[config.mk]
export PLATFORM = sky130hd
export DESIGN_NAME = if_id_redirect
export DESIGN_NICKNAME = d
export VERILOG_FILES = /design/src/rtl/mips_pkg.sv /design/src/rtl/hazard_detect.sv /design/src/rtl/if_id_redirect.sv
export SDC_FILE = /design/constraint.sdc
export NUM_CORES = 1
export LEC_CHECK = 0
export ABC_AREA = 1
export CAP_MARGIN = 5
export CELL_PAD_IN_SITES_DETAIL_PLACEMENT = 1
export CELL_PAD_IN_SITES_GLOBAL_PLACEMENT = 1
export CORE_MARGIN = 10
export CORE_UTILIZATION = 21
export CTS_CLUSTER_SIZE = 30
export DETAILED_ROUTE_END_ITERATION = 7
export GPL_TIMING_DRIVEN = 0
export PLACE_DENSITY_LB_ADDON = 0.1
export SYNTH_ARGS = -nofsm -noshare
export SYNTH_HDL_FRONTEND = slang
export SYNTH_SLANG_ARGS = --single-unit
[constraint.sdc]
create_clock -name clk -period 3.4 [get_ports clk]
set_clock_uncertainty 0.2 [all_clocks]
set_input_delay 1.02 -clock clk [delete_from_list [all_inputs] [get_ports clk]]
set_output_delay 1.02 -clock clk [all_outputs]
set_load 0.01 [all_outputs]
[src/rtl/mips_pkg.sv]
// ============================================================================
// Module      : mips_pkg
// Description : Shared MIPS opcode/funct constants and source-use helpers.
// Revision    : 1.0 - initial release
// ============================================================================
`default_nettype none

package mips_pkg;

    localparam logic [5:0]  OP_RTYPE = 6'd0;
    localparam logic [5:0]  OP_J     = 6'd2;
    localparam logic [5:0]  OP_JAL   = 6'd3;
    localparam logic [5:0]  OP_BEQ   = 6'd4;
    localparam logic [5:0]  OP_BNE   = 6'd5;
    localparam logic [5:0]  OP_LUI   = 6'd15;
    localparam logic [5:0]  OP_SW    = 6'd43;
    localparam logic [5:0]  FUNCT_JR = 6'd8;

    localparam logic [31:0] NOP_WORD_DEFAULT = 32'h0000_0000;

    function automatic logic rs_is_used(input logic [5:0] op);
        return !(op == OP_J || op == OP_JAL || op == OP_LUI);
    endfunction

    function automatic logic rt_is_used(input logic [5:0] op);
        return (op == OP_RTYPE || op == OP_BEQ || op == OP_BNE || op == OP_SW);
    endfunction

    // Instructions whose operands are consumed in ID rather than EX.
    function automatic logic is_redirect_type(input logic [5:0] op, input logic [5:0] funct);
        return (op == OP_BEQ || op == OP_BNE || (op == OP_RTYPE && funct == FUNCT_JR));
    endfunction

    function automatic logic src_hit(input logic [4:0] dest, input logic [4:0] src,
                                     input logic used);
        return used && (src != 5'd0) && (dest == src);
    endfunction

endpackage

`default_nettype wire

[src/rtl/hazard_detect.sv]
// ============================================================================
// Module      : hazard_detect
// Description : Combinational load-use and ID-stage branch-operand stall logic.
// Revision    : 1.0 - initial release
// ============================================================================
`default_nettype none

module hazard_detect
    import mips_pkg::*;
#(
    parameter logic [4:0] RA_REG = 5'd31
) (
    input  logic       rs_used,
    input  logic       rt_used,
    input  logic [4:0] rs_addr,
    input  logic [4:0] rt_addr,
    input  logic       redirect_type,
    input  logic       id_ex_mem_read,
    input  logic       id_ex_reg_write,
    input  logic [4:0] id_ex_dest,
    input  logic       ex_mem_mem_read,
    input  logic [4:0] ex_mem_dest,
    output logic       stall
);

    logic w_ex_hit;
    logic w_mem_hit;
    logic w_link_hit;

    assign w_ex_hit  = src_hit(id_ex_dest, rs_addr, rs_used)
                     | src_hit(id_ex_dest, rt_addr, rt_used);
    assign w_mem_hit = src_hit(ex_mem_dest, rs_addr, rs_used)
                     | src_hit(ex_mem_dest, rt_addr, rt_used);

    // A return through the link register right after a link write must wait.
    assign w_link_hit = redirect_type && id_ex_reg_write && (id_ex_dest == RA_REG)
                     && rs_used && (rs_addr == RA_REG) && (RA_REG != 5'd0);

    assign stall = (id_ex_mem_read && w_ex_hit)
                 | (redirect_type && id_ex_reg_write && w_ex_hit)
                 | (redirect_type && ex_mem_mem_read && w_mem_hit)
                 | w_link_hit;

endmodule

`default_nettype wire

[src/rtl/if_id_redirect.sv]
// ============================================================================
// Module      : if_id_redirect
// Description : IF/ID pipeline register, ID-stage redirect decode and stall.
//               Optional counters enabled by macro IF_ID_PERF_EN.
// Revision    : 1.0 - initial release
// ============================================================================
`default_nettype none

module if_id_redirect
    import mips_pkg::*;
#(
    parameter logic [31:0] NOP_WORD = NOP_WORD_DEFAULT,
    parameter logic [4:0]  RA_REG   = 5'd31
) (
    input  logic        clk,
    input  logic        reset,
    input  logic [31:0] instruction,
    input  logic [31:0] PC,
    input  logic [31:0] rs_data,
    input  logic [31:0] rt_data,
    input  logic        id_ex_mem_read,
    input  logic        id_ex_reg_write,
    input  logic [4:0]  id_ex_dest,
    input  logic        ex_mem_mem_read,
    input  logic [4:0]  ex_mem_dest,
    output logic [31:0] if_id_instruction,
    output logic [31:0] if_id_pc,
    output logic [4:0]  rs_addr,
    output logic [4:0]  rt_addr,
    output logic        Branch,
    output logic        bne,
    output logic        Jump,
    output logic        jal,
    output logic        jr,
    output logic        zero,
    output logic [31:0] shifted,
    output logic [27:0] Jump_address,
    output logic [31:0] jr_address,
    output logic        stall
`ifdef IF_ID_PERF_EN
    ,
    output logic [31:0] stall_count,
    output logic [31:0] redirect_count
`endif
);

    logic [31:0] r_instr;
    logic [31:0] r_pc;
    logic        r_valid;

    logic [5:0]  w_op;
    logic [5:0]  w_funct;
    logic        w_rs_used;
    logic        w_rt_used;
    logic        w_redirect_type;
    logic        w_go;

    always_ff @(posedge clk or posedge reset) begin
        if (reset) begin
            r_instr <= NOP_WORD;
            r_pc    <= 32'd0;
            r_valid <= 1'b0;
        end else if (!stall) begin
            r_instr <= instruction;
            r_pc    <= PC;
            r_valid <= 1'b1;
        end
    end

    assign if_id_instruction = r_instr;
    assign if_id_pc          = r_pc;
    assign rs_addr           = r_instr[25:21];
    assign rt_addr           = r_instr[20:16];

    assign w_op            = r_instr[31:26];
    assign w_funct         = r_instr[5:0];
    assign w_rs_used       = rs_is_used(w_op);
    assign w_rt_used       = rt_is_used(w_op);
    assign w_redirect_type = is_redirect_type(w_op, w_funct);

    hazard_detect #(
        .RA_REG (RA_REG)
    ) u_hazard_detect (
        .rs_used         (w_rs_used),
        .rt_used         (w_rt_used),
        .rs_addr         (rs_addr),
        .rt_addr         (rt_addr),
        .redirect_type   (w_redirect_type),
        .id_ex_mem_read  (id_ex_mem_read),
        .id_ex_reg_write (id_ex_reg_write),
        .id_ex_dest      (id_ex_dest),
        .ex_mem_mem_read (ex_mem_mem_read),
        .ex_mem_dest     (ex_mem_dest),
        .stall           (stall)
    );

    assign w_go = r_valid && !stall;

    // Fetch adds PC+4 on top of an already-advanced PC, hence the -4.
    always_comb begin
        Branch       = 1'b0;
        bne          = 1'b0;
        Jump         = 1'b0;
        jal          = 1'b0;
        jr           = 1'b0;
        zero         = 1'b0;
        shifted      = 32'd0;
        Jump_address = 28'd0;
        jr_address   = 32'd0;
        if (w_go) begin
            case (w_op)
                OP_BEQ, OP_BNE: begin
                    Branch  = (w_op == OP_BEQ);
                    bne     = (w_op == OP_BNE);
                    zero    = (rs_data == rt_data);
                    shifted = {{14{r_instr[15]}}, r_instr[15:0], 2'b00} - 32'd4;
                end
                OP_J, OP_JAL: begin
                    Jump         = 1'b1;
                    jal          = (w_op == OP_JAL);
                    Jump_address = {r_instr[25:0], 2'b00};
                end
                OP_RTYPE: begin
                    if (w_funct == FUNCT_JR) begin
                        jr         = 1'b1;
                        jr_address = rs_data;
                    end
                end
                default: ;
            endcase
        end
    end

`ifdef IF_ID_PERF_EN
    logic w_taken;

    assign w_taken = (Branch && zero) || (bne && !zero) || Jump || jr;

    always_ff @(posedge clk or posedge reset) begin
        if (reset) begin
            stall_count    <= 32'd0;
            redirect_count <= 32'd0;
        end else begin
            if (stall && stall_count != 32'hFFFF_FFFF)
                stall_count <= stall_count + 32'd1;
            if (w_taken && redirect_count != 32'hFFFF_FFFF)
                redirect_count <= redirect_count + 32'd1;
        end
    end
`endif

endmodule

`default_nettype wire

==> flow_metrics.tcl <==
set metrics [dict create \
    clkTransAtPathRegs_ns 0.05 \
    cp_cell_sequence "buf_8 > or2_1 > nand3_2 > nor2_1 > nand2_1 > nand2_2 > nand2_4 > buf_6 > nand4_1 > buf_4 > buf_6 > buf_6 > nor2_2 > buf_2" \
    dp_hpwl_microns 19710 \
    nets 1194 \
    firstDrtPassIters 4 \
    ant_nets 0 \
    ys_seq_area_frac 0.3598 \
    final-hold-violation-count 0 \
    clockRootBuffer "clkbuf_16" \
    drv_cap 0 \
    wl_per_cell_microns 19.40 \
    grt_antenna_before_repair 3 \
    worstPathArrival_ns 2.56 \
    vdd_drop_max_mv 0.2323 \
    regArea_sq_um 1634 \
    cp_top_family "buffers and inverters" \
    synthFlopType "dfrtp_1" \
    crit_fanout 4 \
    grt_pass1_wl_microns 38140 \
    synth_seq_cells 65 \
    ys.warnings.count 0 \
    gp_congestion 0.8648 \
    netlist.area_leader.share 0.3598 \
    die_y_microns 166.7 \
    via_per_inst 4.289 \
    synthMostInstantiatedCell "nand2_1" \
    hold_class "reg2reg" \
    rows 53 \
    drc 0 \
    clkLatencyLatePin_ns 0.32 \
    violations "setup timing" \
    multi_input_area_sq_um 3024 \
    io_pins 316 \
    die-area_sq_um 27800 \
    first_global_vias 6044 \
    grt_max_degree 66 \
    clkSinkCount 65 \
    drt-initial-drc-count 200 \
    end_kind "output port" \
    synth_top_area_cell "dfrtp_1" \
    core_area_sq_um 21090 \
    drv_slew 0 \
    finalWirelength_microns 25800 \
    numCtsBuffers 9 \
    setup_viol 95 \
    ys_top_cells_by_count "nand2_1, nor2_1, nand3_1, inv_1, dfrtp_1" \
    initial_core_util 0.2144 \
    yosysUniqueCellTypes 28 \
    cts_tree "built" \
    max_freq_mhz 264.4 \
    syn_area_sq_um 4521 \
    synth_edf_count 0 \
    period_minus_slack_ns 3.781 \
    powerDensity_nw_per_um2 265.7 \
    gr-total-overflow 0 \
    whs_ns 0.2658 \
    slew-limit-headroom 0.4234 \
    vias 5705 \
    drive_gt1_frac 0.3529 \
    syn_avg_cell_area_sq_um 6.777 \
    crit_top_cell "buf_6" \
    io_buffers 311 \
    path_buf_inv 6 \
    crit_path_start_kind "primary input" \
    crit_type "in2out" \
    cts.htree.levels 3 \
    die_w_microns 166.7 \
    groute.usage.overall 0.1740 \
    post-route-period-util 1.112 \
    place_ws_ns -1.348 \
    cpMaxStageDelayCell "or2_1" \
    async_reset_ff_frac 1.000 \
    synthTopCellsByArea "dfrtp_1, nand2_1, nand3_1, nor2_1, xnor2_1" \
    rsz0062_at_grt "yes" \
    postSynthCellCount 667 \
    cp.required_ns 2.18 \
    setup_ws_ns -0.3815 \
    syn_to_final_growth_pct 118.9 \
    slowest_delay_ns 0.23 \
    status "complete, but fails checks" \
    clock_path_buffers 2 \
    leakagePower_nw 4.677 \
    tightest_slew_ns 0.8649 \
    nFillCells 2522 \
]
-- logic make-up (layout without fill, tap and decap cells) --
kind of cell	count (synthesis)	after routing	synth area share
flops	65	65	0.3598
simple gates	411	411	0.3808
compound gates	9	9	0.01080
buf+inv	128	512	0.1434
xor+xnor	51	51	0.09881
other cells	1	5	0.0008295
fa+ha+maj	2	2	0.005535
-- sequential cells by signal, summed over array words and instances (netlist names) --
register           cells
if_id_pc              32
if_id_instruction     32
r_valid                1
-- stage by stage --
step | utilization | setup TNS, ns | total power, mW | cell area (sq um) | std cells
floorplan | - | 0 | 1.129 | 4539 | 670
global placement | 0.3792 | -164.90 | 1.529 | 7996 | 1256
detailed placement | 0.3793 | -111.02 | 1.536 | 7999 | 1256
CTS | 0.4318 | -22.65 | 2.613 | 9106 | 1322
global route | 0.4692 | -31.20 | 2.763 | 9894 | 1329
finish | 0.4693 | -22.77 | 2.630 | 9897 | 1330
-- final timing paths --
path                       depth (start not counted)                                end                             start  slack, ns
setup / recovery                                  14                    Jump_address[3]                     id_ex_dest[0]      -0.38
hold / removal                                     2           if_id_pc[26]$_DFFE_PP0N_          if_id_pc[26]$_DFFE_PP0N_       0.27
setup reg to reg                                  17  if_id_instruction[28]$_DFFE_PP0N_  if_id_instruction[0]$_DFFE_PP0N_       0.56
hold reg to reg                                    2           if_id_pc[26]$_DFFE_PP0N_          if_id_pc[26]$_DFFE_PP0N_       0.27
max in group asynchronous                          2  if_id_instruction[18]$_DFFE_PP0N_                             reset       1.34
min in group asynchronous                          2           if_id_pc[29]$_DFFE_PP0N_                             reset       1.02
-- power by group --
part | switching (mW) | internal [mW] | leakage (nW) | total (mW)
Combinational | 0.305 | 0.404 | 3.77 | 0.708
Sequential | 0.0743 | 0.826 | 0.750 | 0.901
Clock | 0.341 | 0.679 | 0.162 | 1.02
-- metal layers --
metal	vias to the layer above	GRT usage	wire, microns
li1	2796	-	-
met1	2691	0.1938	10210
met2	200	0.3107	13150
met3	14	0.06731	2199
met4	4	0.02902	216
met5	-	0	26
-- layout make-up --
class / instances / share of cell area
Sequential cell: 65 / 0.1651
Timing Repair Buffer: 371 / 0.3852
Tap cell: 275 / 0.03477
Buffer: 53 / 0.04766
Clock inverter: 5 / 0.007838
Clock buffer: 11 / 0.02554
Multi-Input combinational cell: 477 / 0.3056
Inverter: 72 / 0.02807
Antenna cell: 1 / 0.0002528
-- worst min-delay path: cells and delay by family (launching register included) --
kind             cells  cell delay (ns)
DFF                  1             0.34
and+or+nand+nor      2             0.09
-- cell usage in the layout (no fill, tap or decap), types with 2 or more instances in the layout --
cell type,count
nand2_1,188
clkdlybuf4s50_1,148
buf_6,131
nand3_1,77
nor2_4,61
dfrtp_1,59
inv_1,58
dlygate4sd2_1,50
buf_2,34
buf_4,31
nor2_1,28
xnor2_1,26
nor2_2,14
xor2_1,12
nand4_1,11
buf_12,11
xnor2_2,10
inv_2,10
nand3_2,9
buf_8,9
clkbuf_16,9
nand2_2,6
dfrtp_2,6
o21ai_0,5
clkdlybuf4s15_1,5
nor3_2,4
conb_1,4
nor3_1,3
xnor2_4,3
inv_4,3
nand3_4,2
o21ai_1,2
nand2_4,2
clkbuf_8,2
bufinv_16,2
clkinv_2,2
buf_16,2
clkdlybuf4s15_2,2
-- timing repair --
action	in CTS	in global routing
buffers inserted	44	20
cloned	6	0
pin swaps	63	35
endpoints found under the setup margin	95	95
hold buffers	0	0
gates resized for setup	715	198
Note: power is estimated with default switching activity, not from simulation.
